[src/rtl/phy_rx_block_lock.sv]
// ---------------------------------------------------------------------------
// phy_rx_block_lock
//
// Block-lock controller for the 64B66B receive path. It watches the 2-bit
// sync headers coming out of the GT RX gearbox. While unlocked, every invalid
// header causes a one-cycle gearbox slip request, followed by a quiet period
// that lets the GT realign. Once SH_CNT_MAX consecutive valid headers have
// been seen, block lock is declared. While locked, headers are checked in
// windows of SH_CNT_MAX. If SH_INVALID_MAX invalid headers land in one
// window, lock is dropped and a slip is issued.
//
// Ports
//   i_rx_clk          RX user clock
//   i_rx_rst          asynchronous, active-high reset
//   i_rx_header       sync header from the GT gearbox
//   i_rx_header_valid qualifier for i_rx_header
//   i_rx_valid        GT data valid (0 while the gearbox pauses)
//   o_rx_slip         one-cycle gearbox slip request
//   o_block_lock      block lock achieved
//   o_rx_data_valid   i_rx_valid delayed one cycle, gated by o_block_lock
//   o_slip_cnt        total slips issued (saturating)
//   o_lock_loss_cnt   locked-to-unlocked transitions (saturating)
// ---------------------------------------------------------------------------
module phy_rx_block_lock #(
    parameter int SH_CNT_MAX     = 64,
    parameter int SH_INVALID_MAX = 16,
    parameter int SLIP_WAIT      = 32,
    parameter int CNT_W          = 16
) (
    input  logic             i_rx_clk,
    input  logic             i_rx_rst,
    input  logic [1:0]       i_rx_header,
    input  logic             i_rx_header_valid,
    input  logic             i_rx_valid,
    output logic             o_rx_slip,
    output logic             o_block_lock,
    output logic             o_rx_data_valid,
    output logic [CNT_W-1:0] o_slip_cnt,
    output logic [CNT_W-1:0] o_lock_loss_cnt
);

    localparam int SH_W   = $clog2(SH_CNT_MAX + 1);
    localparam int INV_W  = $clog2(SH_INVALID_MAX + 1);
    localparam int WAIT_W = $clog2(SLIP_WAIT + 1);

    // Terminal values are compared against the registered count, so the
    // event that brings a counter to its limit is detected without an adder
    // in the compare path.
    localparam logic [SH_W-1:0]   SH_LAST   = SH_W'(SH_CNT_MAX - 1);
    localparam logic [INV_W-1:0]  INV_LAST  = INV_W'(SH_INVALID_MAX - 1);
    localparam logic [WAIT_W-1:0] WAIT_LAST = WAIT_W'(SLIP_WAIT - 1);

    typedef enum logic [1:0] {
        ST_LOCK_INIT = 2'd0,
        ST_TEST_SH   = 2'd1,
        ST_SLIP      = 2'd2,
        ST_SLIP_WAIT = 2'd3
    } state_t;

    // A sync header is valid when its two bits differ (2'b01 or 2'b10).
    function automatic logic sh_is_valid(input logic [1:0] sh);
        return sh[1] ^ sh[0];
    endfunction

    // Statistics counters stick at all-ones instead of wrapping.
    function automatic logic [CNT_W-1:0] sat_inc(input logic [CNT_W-1:0] val);
        return (val == {CNT_W{1'b1}}) ? val : val + CNT_W'(1);
    endfunction

    state_t             state_q, state_d;
    logic               hdr_ev_q, hdr_ev_d;
    logic               hdr_bad_q, hdr_bad_d;
    logic [SH_W-1:0]    sh_cnt_q, sh_cnt_d;
    logic [INV_W-1:0]   sh_inv_q, sh_inv_d;
    logic [WAIT_W-1:0]  wait_cnt_q, wait_cnt_d;
    logic               lock_q, lock_d;
    logic               slip_q, slip_d;
    logic               dv_q, dv_d;
    logic [CNT_W-1:0]   slip_cnt_q, slip_cnt_d;
    logic [CNT_W-1:0]   loss_cnt_q, loss_cnt_d;

    // Next-state, counter and registered-output logic for the lock FSM.
    always_comb begin
        state_d    = state_q;
        sh_cnt_d   = sh_cnt_q;
        sh_inv_d   = sh_inv_q;
        wait_cnt_d = wait_cnt_q;
        lock_d     = lock_q;
        slip_d     = 1'b0;
        slip_cnt_d = slip_cnt_q;
        loss_cnt_d = loss_cnt_q;

        // Header pipeline stage: the FSM only ever looks at registered
        // header information, so i_rx_header never reaches an output
        // combinationally.
        hdr_ev_d  = i_rx_header_valid & i_rx_valid;
        hdr_bad_d = ~sh_is_valid(i_rx_header);

        case (state_q)
            ST_LOCK_INIT: begin
                lock_d   = 1'b0;
                sh_cnt_d = '0;
                sh_inv_d = '0;
                state_d  = ST_TEST_SH;
            end
            ST_TEST_SH: begin
                if (hdr_ev_q) begin
                    sh_cnt_d = sh_cnt_q + SH_W'(1);
                    if (hdr_bad_q) begin
                        sh_inv_d = sh_inv_q + INV_W'(1);
                    end else begin
                        sh_inv_d = sh_inv_q;
                    end
                    if (!lock_q) begin
                        if (hdr_bad_q) begin
                            state_d    = ST_SLIP;
                            slip_d     = 1'b1;
                            slip_cnt_d = sat_inc(slip_cnt_q);
                            lock_d     = 1'b0;
                        end else if (sh_cnt_q == SH_LAST) begin
                            lock_d   = 1'b1;
                            sh_cnt_d = '0;
                            sh_inv_d = '0;
                        end else begin
                            lock_d = 1'b0;
                        end
                    end else begin
                        // Too many invalid headers wins over a window end
                        // landing on the same header.
                        if (hdr_bad_q && (sh_inv_q == INV_LAST)) begin
                            state_d    = ST_SLIP;
                            slip_d     = 1'b1;
                            slip_cnt_d = sat_inc(slip_cnt_q);
                            loss_cnt_d = sat_inc(loss_cnt_q);
                            lock_d     = 1'b0;
                        end else if (sh_cnt_q == SH_LAST) begin
                            sh_cnt_d = '0;
                            sh_inv_d = '0;
                        end else begin
                            lock_d = 1'b1;
                        end
                    end
                end else begin
                    state_d = ST_TEST_SH;
                end
            end
            ST_SLIP: begin
                // o_rx_slip was raised on entry; leaving after one cycle
                // keeps it a single-cycle pulse.
                lock_d     = 1'b0;
                wait_cnt_d = '0;
                state_d    = ST_SLIP_WAIT;
            end
            ST_SLIP_WAIT: begin
                lock_d = 1'b0;
                if (wait_cnt_q == WAIT_LAST) begin
                    wait_cnt_d = '0;
                    state_d    = ST_LOCK_INIT;
                end else begin
                    wait_cnt_d = wait_cnt_q + WAIT_W'(1);
                end
            end
            default: begin
                lock_d  = 1'b0;
                state_d = ST_LOCK_INIT;
            end
        endcase

        dv_d = i_rx_valid & lock_d;
    end

    // State, header pipeline, counters and registered outputs.
    always_ff @(posedge i_rx_clk or posedge i_rx_rst) begin
        if (i_rx_rst) begin
            state_q    <= ST_LOCK_INIT;
            hdr_ev_q   <= 1'b0;
            hdr_bad_q  <= 1'b0;
            sh_cnt_q   <= '0;
            sh_inv_q   <= '0;
            wait_cnt_q <= '0;
            lock_q     <= 1'b0;
            slip_q     <= 1'b0;
            dv_q       <= 1'b0;
            slip_cnt_q <= '0;
            loss_cnt_q <= '0;
        end else begin
            state_q    <= state_d;
            hdr_ev_q   <= hdr_ev_d;
            hdr_bad_q  <= hdr_bad_d;
            sh_cnt_q   <= sh_cnt_d;
            sh_inv_q   <= sh_inv_d;
            wait_cnt_q <= wait_cnt_d;
            lock_q     <= lock_d;
            slip_q     <= slip_d;
            dv_q       <= dv_d;
            slip_cnt_q <= slip_cnt_d;
            loss_cnt_q <= loss_cnt_d;
        end
    end

    assign o_rx_slip       = slip_q;
    assign o_block_lock    = lock_q;
    assign o_rx_data_valid = dv_q;
    assign o_slip_cnt      = slip_cnt_q;
    assign o_lock_loss_cnt = loss_cnt_q;

endmodule

[config.mk]
export PLATFORM = sky130hd
export DESIGN_NAME = phy_rx_block_lock
export DESIGN_NICKNAME = d
export VERILOG_FILES = /design/src/rtl/phy_rx_block_lock.sv
export SDC_FILE = /design/constraint.sdc
export NUM_CORES = 1
export LEC_CHECK = 0
export BUFFER_PORTS_ARGS = -buffer_cell sky130_fd_sc_hd__clkbuf_2
export CORE_MARGIN = 1.5
export CORE_UTILIZATION = 52
export DETAILED_ROUTE_END_ITERATION = 8
export GPL_TIMING_DRIVEN = 0
export PLACE_DENSITY_LB_ADDON = 0.15
export SLEW_MARGIN = 20
export SYNTH_ARGS = -nofsm -noshare
export SYNTH_HDL_FRONTEND = slang
export SYNTH_SLANG_ARGS = --single-unit
[constraint.sdc]
create_clock -name i_rx_clk -period 2.2 [get_ports i_rx_clk]
set_clock_uncertainty 0.05 [all_clocks]
set_input_delay 0.22 -clock i_rx_clk [delete_from_list [all_inputs] [get_ports i_rx_clk]]
set_output_delay 0.22 -clock i_rx_clk [all_outputs]
set_load 0.03 [all_outputs]
==> summary.md <==
| Metric | Value |
|---|---|
| Crit. Startpoint | `sh_inv_q[1]` |
| Data required time of the worst path | `roughly 2400 ps` |
| Fin nets | `approximately 350` |
| Synth top cells by count | `57 x dfrtp_1, 20 x nand2_1, 20 x xor2_1, 17 x nand3_1, 13 x nor2_1` |
| Sw power | `787 uW` |
| Syn Nets | `290` |
| Starting Density | `a little over half` |
| Synth warnings | `0` |
| Netlist Area Pre-Place | `2970 sq um` |
| Dpl hpwl | `between 4000 and 5000 microns` |
| TritonCTS Sinks | `57` |
| CP max FO | `4` |
| Top cell type's share of synthesized area | `about 48%` |
| Combinational family with the most area after synthesis | `simple AND/OR/NAND/NOR gates` |
| CP max-delay cell | `a2111oi_4` |
| Ys async rst share | `between 90% and 100%` |
| Clock buffer depth | `2` |
| Distinct cell type count of the synthesized netlist | `56` |
| Inserted Clock Buffers | `9` |
| Diode count | `0` |
| WP buf/inv | `1` |
| HP Class | `in -> reg` |
| Startpoint Class | `flip-flop` |
| Clk Latency, worst-skew pair | `approximately 330 ps` |
| Min cycle time layout | `~2100 ps` |
| Internal power | `around 1900 uW` |
| Die Height | `~79 microns` |
| WP depth | `8` |
| WL final | `5860 microns` |
| Total I/O pin count | `just over 40` |
| Max VDD drop | `0.466 mV` |
| Path depth of the worst reg2reg path | `8` |
| Final antenna-violating net count | `0` |
| Row count | `27` |
| Largest net degree at the start of global routing | `just under 60` |
| Share of cells above drive strength 1 | `between 20% and 30%` |
| DIE AREA | `6170 sq um` |
| DRC Markers | `0` |
| PD cells | `about 760 nW/um^2` |
| Total Routing Usage GR | `~21%` |
| DR WL/cell | `about 14 microns` |
| Die Wd | `78.5 microns` |
| Mux cell area share after synthesis | `between 2 and 2.5%` |
| Drt first-iter violations | `93` |
| Yosys reg bits | `57` |
| Final instance area | `3520 sq um` |
| RSZ-0062 raised after global routing | `false` |
| Initial antenna violation count | `0` |
| Count of final hold-check violations | `0` |
| Worst-margin pin slew | `approximately 700 ps` |
| Synth Area in Compound Gates | `10.8%` |
| Top post-synthesis cells by area | `dfrtp_1 48%, xor2_1 5.9%, xnor2_1 3.2%` |
| Relative slew slack | `around 53%` |
| Core area | `about 5500 sq um` |
| Largest delay share family, worst path | `compound AO/OA/AOI/OAI gates` |
| CTS Root Cell | `clkbuf_8` |
| Comb pwr share | `between 10% and 20%` |
| Arrival @ worst endpoint | `about 2300 ps` |
| RD Place Congestion | `around 0.83` |
| Clk slew on worst S/H paths | `about 60 ps` |
| Top-count cell post-synth | `dfrtp_1` |
| Hold Path Origin | `i_rx_header[1]` |
| Setup CP Type | `reg -> reg` |
| Syn-to-layout area delta | `18.8%` |
| Hold Slack | `20.3 ps` |
| Sw Share | `29.5%` |
| Vias | `approximately 2300` |
| Grt ovf | `0` |
| Clk pwr share | `32.1%` |
| Adder-cell area share of the yosys netlist | `under 10%` |
| First-pass iteration count of the detailed router | `4` |
| First-pass GRT wire length | `between 9000 and 10000 microns` |
| Final number of max-transition violations | `0` |
| Critical Path Max Stage Delay | `roughly 400 ps` |
| Crit-path cells | `ha_2 -> and3_4 -> ha_4 -> nand2b_4 -> a2111oi_4 -> buf_4 -> nor4_1 -> a221o_1` |
| Sequential area share after synthesis | `between 40 and 50%` |
| Setup violators final | `0` |
| Outcome | `finished, final reports clean` |
| Simple-gate share of the synthesized area | `between 20% and 30%` |
| Register share of total power | `48.9%` |
| Mean Syn Cell Area | `10.7 sq um` |
| Via density per instance | `around 5.6` |
| XOR/XNOR Fraction of Synth Area | `a little under a tenth` |
| Critical Path Sink Type | `flip-flop` |
| CTS tree | `yes` |
| Fill count | `approximately 470` |
| Cells after Synth | `around 280` |
| Number of synthesized flops with an enable pin | `0` |
| Hold Path Stages | `2` |
| Vias in the first global route | `between 2000 and 2500` |
| # Max-Cap Violations | `0` |
| Final period util | `95.7%` |
| Placed inst area | `between 3000 and 4000 sq um` |
| Leak | `~0.0017 uW` |
| Synth Flop Type | `dfrtp_1` |
| Port Buf Inserts | `40` |
| Area leader, netlist | `dfrtp_1` |
| Achievable frequency | `0.475 GHz` |
| H-tree levels | `3` |
| RR Startpoint | `sh_inv_q[1]` |
[metrics by stage]
step | total power (uW) | setup slack, ps | cells | utilization (%) | TNS [ps]
4_1_cts | 2690 | 13.0 | 408 | 63.5 | 0
5_1_grt | 2830 | 14.0 | 409 | 64.0 | 0
6_report | 2670 | 93.8 | 409 | 64.0 | 0
3_3_place_gp | 1780 | -179 | 390 | 59.4 | -10540
3_5_place_dp | 1810 | -170 | 390 | 59.4 | -691
2_1_floorplan | 1670 | 31.1 | 278 | - | 0
[cell usage in the layout, fill, tap and decap left out, drive strengths merged, types with 2 or more instances in the layout]
cell    count
nor4        7
inv         8
a21oi       3
nor2       13
nand4      13
nor3b       4
xnor2      11
a22o        2
and3        6
nor4b       3
o31ai       3
a211oi      4
a32o        3
nand3      18
ha          6
mux2        5
nor3       12
xor2       20
buf        10
o21ai      10
nand2      20
o21a        2
and4        3
and2        6
nor2b       5
dfrtp      57
clkbuf     55
a31oi       6
o211ai      3
a21o        2
[flip-flops by register name, indices dropped and copies added (netlist names), named ones only]
name,count
hdr_bad_q,1
hdr_ev_q,1
o_block_lock,1
o_lock_loss_cnt,16
o_rx_data_valid,1
o_rx_slip,1
o_slip_cnt,16
sh_cnt_q,7
sh_inv_q,5
state_q,1
wait_cnt_q,6
[cell type report]
cell class	instances	area, sq um	share of cell area, %
well taps	72	90.1	2.56
clock buffers	13	169	4.79
flip-flops and latches	57	1430	40.5
plain buffers	7	43.8	1.24
repair buffers	46	248	7.03
inverters	9	36.3	1.03
multi-input cells	205	1510	42.9
[per-layer routing]
metal	part of all wire [%]	GRT usage, %
met1	48	27.8
met2	46	31.6
met3	4.0	4.30
met4	1.4	10.5
met5	0	0
[path summary, 6_finish.rpt]
path	endpoint	slack (ps)
worst max-delay path	sh_inv_q[3]	90
max in group asynchronous	o_slip_cnt[0]	1150
worst max register to register	sh_inv_q[3]	90
worst min register to register	o_slip_cnt[7]	460
worst min-delay path	hdr_bad_q	20
min in group asynchronous	o_slip_cnt[11]	490
[power by group through the flow]
stage	clock network (uW)	logic, uW	registers [uW]
after detailed placement	0	482	1330
final	856	507	1310
after global placement	0	463	1320
after floorplan	0	317	1350
after global routing	919	581	1330
after CTS	878	509	1300
[logic make-up after synthesis]
family	count (synthesis)
AOI/OAI and AO/OA	44
and+or+nand+nor	118
muxes	6
DFF	57
adders and majority gates	6
xor gates and xnor gates	31
buffers and inverters	16
[timing repair]
| action | CTS | global route |
|---|---|---|
| endpoints found under the hold margin | 57 | 0 |
| gates resized for setup | 5 | 4 |
| buffers inserted | 4 | 1 |
| pin swaps | 1 | 3 |
| hold buffers | 1 | 0 |
| setup endpoints to repair | 9 | 7 |
No activity file was read; power rests on OpenSTA's default activity.
